**src/rtl/conv_pkg.sv**
```systemverilog
// Shared types and sizing helpers for the CONV input-stream feeder.
// The localparams P and KK describe the default layer geometry.
package conv_pkg;

    typedef enum logic [2:0] {
        IDLE,
        START,
        WGT,
        IFM,
        DONE
    } feed_state_e;

    localparam int DEF_IFM_SIZE    = 27;
    localparam int DEF_KERNEL_SIZE = 5;
    localparam int DEF_PAD         = 2;
    localparam int P               = DEF_IFM_SIZE + 2 * DEF_PAD;
    localparam int KK              = DEF_KERNEL_SIZE * DEF_KERNEL_SIZE;

    function automatic int padded_side(input int size, input int pad);
        return size + 2 * pad;
    endfunction

    function automatic int kernel_area(input int k);
        return k * k;
    endfunction

    // Never returns zero, so a count of one still gets a 1-bit register.
    function automatic int safe_clog2(input int n);
        return (n <= 2) ? 1 : $clog2(n);
    endfunction

    function automatic int ifm_aw(input int ci, input int size);
        return safe_clog2(ci * size * size);
    endfunction

    function automatic int wgt_aw(input int co, input int ci, input int k);
        return safe_clog2(co * ci * k * k);
    endfunction

endpackage

```
**src/rtl/pad_scan_counter.sv**
```systemverilog
// Raster row/col scan over the padded map, with pad-region decode and a
// running interior address that advances only on interior cells.
module pad_scan_counter
    import conv_pkg::*;
#(
    parameter int IFM_SIZE = 27,
    parameter int PAD      = 2,
    parameter int AW       = 12
) (
    input  logic          clk,
    input  logic          rst_n,
    input  logic          clr,
    input  logic          adv,
    output logic          is_pad,
    output logic          last,
    output logic [AW-1:0] addr
);

    localparam int SIDE = padded_side(IFM_SIZE, PAD);
    localparam int CW   = safe_clog2(SIDE);

    localparam logic [CW-1:0] LAST_IDX = CW'(SIDE - 1);
    localparam logic [CW-1:0] LO       = CW'(PAD);
    localparam logic [CW-1:0] HI       = CW'(PAD + IFM_SIZE);

    logic [CW-1:0] row_q;
    logic [CW-1:0] col_q;
    logic [AW-1:0] addr_q;
    logic          row_pad;
    logic          col_pad;

    always_comb begin
        row_pad = (row_q < LO) || (row_q >= HI);
        col_pad = (col_q < LO) || (col_q >= HI);
        is_pad  = row_pad || col_pad;
        last    = (row_q == LAST_IDX) && (col_q == LAST_IDX);
        addr    = addr_q;
    end

    // Interior cells are contiguous in raster order, so the SRAM address is
    // a plain count of interior cells visited; channels follow back to back.
    always_ff @(posedge clk or negedge rst_n) begin
        if (!rst_n) begin
            row_q  <= '0;
            col_q  <= '0;
            addr_q <= '0;
        end else if (clr) begin
            row_q  <= '0;
            col_q  <= '0;
            addr_q <= '0;
        end else if (adv) begin
            if (!is_pad) begin
                addr_q <= addr_q + 1'b1;
            end
            if (col_q == LAST_IDX) begin
                col_q <= '0;
                row_q <= (row_q == LAST_IDX) ? '0 : row_q + 1'b1;
            end else begin
                col_q <= col_q + 1'b1;
            end
        end
    end

endmodule

```
**src/rtl/conv_stream_feeder.sv**
```systemverilog
// Producer side of the CONV input interface: serves wgt_read/ifm_read pulses
// from two sync-read SRAMs and injects the zero pad border in-stream.
module conv_stream_feeder
    import conv_pkg::*;
#(
    parameter int IFM_WIDTH    = 16,
    parameter int WEIGHT_WIDTH = 16,
    parameter int IFM_SIZE     = 27,
    parameter int KERNEL_SIZE  = 5,
    parameter int PAD          = 2,
    parameter int CI           = 3,
    parameter int CO           = 8,
    parameter int IFM_AW       = ifm_aw(CI, IFM_SIZE),
    parameter int WGT_AW       = wgt_aw(CO, CI, KERNEL_SIZE)
) (
    input  logic                    clk,
    input  logic                    rst_n,
    input  logic                    go,
    input  logic                    ifm_read,
    input  logic                    wgt_read,
    input  logic                    end_conv,
    output logic                    ifm_ren,
    output logic [IFM_AW-1:0]       ifm_addr,
    input  logic [IFM_WIDTH-1:0]    ifm_rdata,
    output logic                    wgt_ren,
    output logic [WGT_AW-1:0]       wgt_addr,
    input  logic [WEIGHT_WIDTH-1:0] wgt_rdata,
    output logic                    start_conv,
    output logic                    in_valid,
    output logic [IFM_WIDTH-1:0]    ifm,
    output logic [WEIGHT_WIDTH-1:0] wgt,
    output logic                    busy,
    output logic                    feed_done,
    output logic                    proto_err
);

    localparam int KSQ = kernel_area(KERNEL_SIZE);
    localparam int KW  = safe_clog2(KSQ);
    localparam int CIW = safe_clog2(CI);
    localparam int COW = safe_clog2(CO);

    localparam logic [KW-1:0]  K_LAST  = KW'(KSQ - 1);
    localparam logic [CIW-1:0] CI_LAST = CIW'(CI - 1);
    localparam logic [COW-1:0] CO_LAST = COW'(CO - 1);

    feed_state_e state_q;
    feed_state_e state_d;

    logic [KW-1:0]     k_q;
    logic [CIW-1:0]    ci_q;
    logic [COW-1:0]    co_q;
    logic [WGT_AW-1:0] wgt_addr_q;

    logic              both_read;
    logic              wgt_fire;
    logic              ifm_fire;
    logic              violation;
    logic              chan_end;
    logic              layer_end;
    logic              scan_clr;
    logic              scan_is_pad;
    logic              scan_last;
    logic [IFM_AW-1:0] scan_addr;

    logic              in_valid_q;
    logic              pad_q;
    logic              wgt_vld_q;
    logic              proto_err_q;

    pad_scan_counter #(
        .IFM_SIZE (IFM_SIZE),
        .PAD      (PAD),
        .AW       (IFM_AW)
    ) u_scan (
        .clk    (clk),
        .rst_n  (rst_n),
        .clr    (scan_clr),
        .adv    (ifm_fire),
        .is_pad (scan_is_pad),
        .last   (scan_last),
        .addr   (scan_addr)
    );

    // A collision of both read pulses is served by neither side.
    always_comb begin
        both_read = ifm_read && wgt_read;
        wgt_fire  = wgt_read && !both_read && (state_q == WGT);
        ifm_fire  = ifm_read && !both_read && (state_q == IFM);
        violation = both_read
                  || (ifm_read && (state_q != IFM))
                  || (wgt_read && (state_q != WGT))
                  || (end_conv && (state_q != DONE));
        chan_end  = ifm_fire && scan_last;
        layer_end = chan_end && (ci_q == CI_LAST) && (co_q == CO_LAST);
        scan_clr  = (state_q == IDLE) || (chan_end && (ci_q == CI_LAST));
    end

    always_ff @(posedge clk or negedge rst_n) begin
        if (!rst_n) begin
            state_q <= IDLE;
        end else begin
            state_q <= state_d;
        end
    end

    // NOTE: every variable driven here gets a default first, so no path can
    // leave it unassigned and infer a latch.
    always_comb begin
        state_d = state_q;
        unique case (state_q)
            IDLE:    if (go) state_d = START;
            START:   state_d = WGT;
            WGT:     if (wgt_fire && (k_q == K_LAST)) state_d = IFM;
            IFM:     if (chan_end) state_d = layer_end ? DONE : WGT;
            DONE:    if (end_conv) state_d = IDLE;
            default: state_d = IDLE;
        endcase
    end

    // NOTE: registered state uses non-blocking assignments only, so every
    // flop samples the pre-edge value regardless of statement order.
    always_ff @(posedge clk or negedge rst_n) begin
        if (!rst_n) begin
            k_q        <= '0;
            ci_q       <= '0;
            co_q       <= '0;
            wgt_addr_q <= '0;
        end else if (state_q == IDLE) begin
            k_q        <= '0;
            ci_q       <= '0;
            co_q       <= '0;
            wgt_addr_q <= '0;
        end else begin
            // Weight blocks are stored in (co, ci) scan order, so the address
            // simply runs on across blocks.
            if (wgt_fire) begin
                wgt_addr_q <= wgt_addr_q + 1'b1;
                k_q        <= (k_q == K_LAST) ? '0 : k_q + 1'b1;
            end
            if (chan_end) begin
                if (ci_q == CI_LAST) begin
                    ci_q <= '0;
                    co_q <= (co_q == CO_LAST) ? '0 : co_q + 1'b1;
                end else begin
                    ci_q <= ci_q + 1'b1;
                end
            end
        end
    end

    always_ff @(posedge clk or negedge rst_n) begin
        if (!rst_n) begin
            in_valid_q  <= 1'b0;
            pad_q       <= 1'b0;
            wgt_vld_q   <= 1'b0;
            proto_err_q <= 1'b0;
        end else begin
            in_valid_q  <= ifm_fire;
            pad_q       <= ifm_fire && scan_is_pad;
            wgt_vld_q   <= wgt_fire;
            proto_err_q <= proto_err_q || violation;
        end
    end

    assign ifm_ren    = ifm_fire && !scan_is_pad;
    assign ifm_addr   = scan_addr;
    assign wgt_ren    = wgt_fire;
    assign wgt_addr   = wgt_addr_q;
    assign start_conv = (state_q == START);
    assign busy       = (state_q != IDLE);
    assign feed_done  = (state_q == DONE);
    assign in_valid   = in_valid_q;
    assign ifm        = (in_valid_q && !pad_q) ? ifm_rdata : '0;
    assign wgt        = wgt_vld_q ? wgt_rdata : '0;
    assign proto_err  = proto_err_q;

endmodule
```
**config.mk**
```make
export PLATFORM = sky130hd
export DESIGN_NAME = conv_stream_feeder
export DESIGN_NICKNAME = d
export VERILOG_FILES = /design/src/rtl/conv_pkg.sv /design/src/rtl/pad_scan_counter.sv /design/src/rtl/conv_stream_feeder.sv
export SDC_FILE = /design/constraint.sdc
export NUM_CORES = 1
export LEC_CHECK = 0
export CAP_MARGIN = 20
export CORE_MARGIN = 2
export CORE_UTILIZATION = 50
export CTS_CLUSTER_SIZE = 10
export DETAILED_ROUTE_END_ITERATION = 8
export PLACE_DENSITY = 0.86
export SLEW_MARGIN = 40
export SYNTH_ARGS = -nofsm -noshare
export SYNTH_HDL_FRONTEND = slang
export SYNTH_HIERARCHICAL = 1
export SYNTH_SLANG_ARGS = --single-unit
```
**constraint.sdc**
```tcl
create_clock -name clk -period 3.92 [get_ports clk]
set_input_delay 0.98 -clock clk [delete_from_list [all_inputs] [get_ports clk]]
set_output_delay 0.98 -clock clk [all_outputs]
set_load 0.1 [all_outputs]
```
==> results_dict.tcl <==
set metrics [dict create \
    status "finished, final reports clean" \
    htree_levels 2 \
    drc 0 \
    fp.dieH_um 81.0 \
    internal-power_mw 1.06 \
    io_pins 99 \
    seq_power_share 0.353 \
    async_flop_share 1.00 \
    tns_ns 0 \
    synth_ff_type "dfrtp_1" \
    synthCells 314 \
    min_path_type "flip-flop to flip-flop" \
    skew_ns 0.00597 \
    cts-root-buf "clkbuf_8" \
    syn_avg_cell_area_um2 9.43 \
    path_clk_slew_ns 0.08 \
    grt_pass1_vias 2477 \
    n_antenna_cell 0 \
    cts_hold_buf 0 \
    fillCellCount 465 \
    slew_violations 0 \
    cap_violations 0 \
    gr-total-overflow 0 \
    ys_seq_area_frac 0.414 \
    period_minus_slack_ns 3.43 \
    tritoncts "built" \
    grt.total_usage 0.222 \
    p_leak_nw 1.83 \
    synth-seq-cells 49 \
    p_sw_frac 0.485 \
    dieArea_mm2 0.00655 \
    combPwrFrac 0.465 \
    cts_buffers 5 \
    seqCellArea_mm2 0.00123 \
    postRouteAntennaNets 0 \
    core_mm2 0.00582 \
    synth-edff-count 0 \
    worstPathRequired_ns 2.94 \
    grt_antenna_before_repair 0 \
    relSlewSlack 0.528 \
    tightest_slew_ns 0.707 \
    max_freq_ghz 0.291 \
    hold_viol_final 0 \
    wl_per_cell_um 14.8 \
    fin_hold_ws_ns 0.476 \
    wirelength_um 7230 \
    grt_pass1_wl_um 11500 \
    clkSinkCount 49 \
    power.switching_uw 998 \
    num_rows 28 \
    cts_resized 0 \
    die_w_um 81.0 \
    num_vias 2703 \
    min_period_over_period 0.876 \
    layout-drive-gt1-share 0.231 \
    cellPowerDensity_mw_per_mm2 522 \
    drtIter0Drc 79 \
    worstSetupStartpointType "input pin" \
    synth_warnings 6 \
    final_cells 487 \
    clock_latency_ns 0.30 \
    crit_arrival_ns 2.45 \
    netlist_area_mm2 0.00296 \
    p_clk_frac 0.182 \
    p_total_mw 2.06 \
    area_delta_synth_final_pct 33.1 \
    dp.cells 479 \
    drt-pass1-iter-count 4 \
    postCtsSetupRepairBufs 0 \
    drt-vias-per-instance 5.55 \
    rsz0062_at_grt "false" \
    fin_nets 461 \
    ys_types 56 \
    gp_congestion 0.831 \
    clk_path_buf_depth 2 \
    peakVddDrop_v 0.000459 \
    setup_viol 0 \
    worstPathMaxFanout 9 \
    dp_hpwl_um 5410 \
    crit_path_end_kind "output pin" \
    start_util 0.509 \
    syn_nets 364 \
    io_buffers 98 \
    grt_max_degree 50 \
    crit_type "input pin to output pin" \
    multi_input_area_mm2 0.00162 \
]
## final cells by class
type / instances / area share
Multi-Input combinational cell: 236 / 0.410
Sequential cell: 49 / 0.311
Timing Repair Buffer: 103 / 0.210
Tap cell: 75 / 0.0238
Clock buffer: 7 / 0.0219
Inverter: 16 / 0.0152
Clock inverter: 1 / 0.00762
## registers in the layout, indices dropped and copies added (netlist names)
| name | count |
|---|---|
| ci_q | 2 |
| co_q | 3 |
| in_valid | 1 |
| k_q | 5 |
| pad_q | 1 |
| proto_err | 1 |
| state_q | 3 |
| u_scan/addr | 12 |
| u_scan/col_q | 5 |
| u_scan/row_q | 5 |
| wgt_addr | 10 |
| wgt_vld_q | 1 |
## Yosys cell counts, drive strengths merged, types with 3 or more instances
| library cell | count | area (um^2) |
|---|---|---|
| a21oi | 16 | 80.1 |
| and2 | 33 | 206 |
| and4 | 4 | 35.0 |
| buf | 6 | 47.5 |
| clkbuf | 7 | 26.3 |
| dfrtp | 49 | 1230 |
| ha | 12 | 150 |
| inv | 16 | 60.1 |
| mux2 | 5 | 67.6 |
| mux2i | 4 | 40.0 |
| nand2 | 27 | 111 |
| nand3 | 15 | 75.1 |
| nand4 | 6 | 37.5 |
| nor2 | 18 | 75.1 |
| nor2b | 7 | 43.8 |
| nor3 | 7 | 51.3 |
| nor4 | 5 | 58.8 |
| o21ai | 17 | 85.1 |
| o31ai | 8 | 60.1 |
| or3 | 6 | 42.5 |
| or4 | 12 | 97.6 |
| xnor2 | 3 | 26.3 |
| xor2 | 5 | 43.8 |
## logic make-up after synthesis
kind of cell | count (synthesis) | synth area share
AO/OA/AOI/OAI | 54 | 0.112
XOR/XNOR | 8 | 0.0237
AND/OR/NAND/NOR | 153 | 0.319
multiplexers | 9 | 0.0363
adder cells (fa/ha/maj) | 12 | 0.0507
buffers and inverters | 29 | 0.0452
flip-flops | 49 | 0.414
## power groups by stage
stage	Clock, mW	Sequential (mW)	Combinational (mW)
2_1_floorplan	0	0.967	0.515
3_3_place_gp	0	0.727	0.969
3_5_place_dp	0	0.735	0.955
4_1_cts	0.380	0.725	0.960
5_1_grt	0.403	0.743	1.03
6_report	0.374	0.725	0.957
## placed cells by master (no fill, tap or decap), types with 4 or more instances in the layout
cell	count
buf_2	24
clkdlybuf4s50_1	36
and4_1	4
o21ai_0	14
o31ai_1	8
nor2_1	17
nand2_1	25
or4_1	10
or3_1	5
a21oi_1	16
nor3_1	5
xor2_1	5
and2_1	33
dfrtp_1	49
ha_1	12
nor2b_1	6
buf_4	41
mux2i_1	4
nand4_1	6
clkbuf_8	6
nand3_1	15
inv_1	16
## worst paths after layout
check	cells past startpoint	slack [ns]	start	end
setup / recovery	4	0.49	wgt_read	wgt_ren
hold / removal	2	0.48	proto_err	proto_err
setup reg to reg	12	1.00	u_scan/col_q[0]	u_scan/row_q[4]
hold reg to reg	2	0.48	proto_err	proto_err
max in group asynchronous	1	2.81	rst_n	u_scan/addr[0]
min in group asynchronous	1	0.69	rst_n	wgt_addr[8]
## per-layer routing
| layer | global-route usage | wire [um] | up-vias |
|---|---|---|---|
| li1 | - | - | 1318 |
| met1 | 0.266 | 2940 | 1286 |
| met2 | 0.393 | 3630 | 87 |
| met3 | 0.0522 | 564 | 12 |
| met4 | 0.0712 | 98 | 0 |
| met5 | 0 | 0 | - |
## through the flow
step	setup WS, ns	area [um^2]	util
floorplan	0.194	2960	-
global placement	0.524	3940	0.677
detailed placement	0.507	3820	0.657
CTS	0.493	3940	0.677
global route	0.417	3940	0.678
finish	0.486	3940	0.678
## worst max-delay path, stage by stage
cell and delay, ns:
clkdlybuf4s50_1 0.57, or3b_1 0.43, nor2_4 0.25, buf_12 0.22
Note: power is estimated with default switching activity, not from simulation.
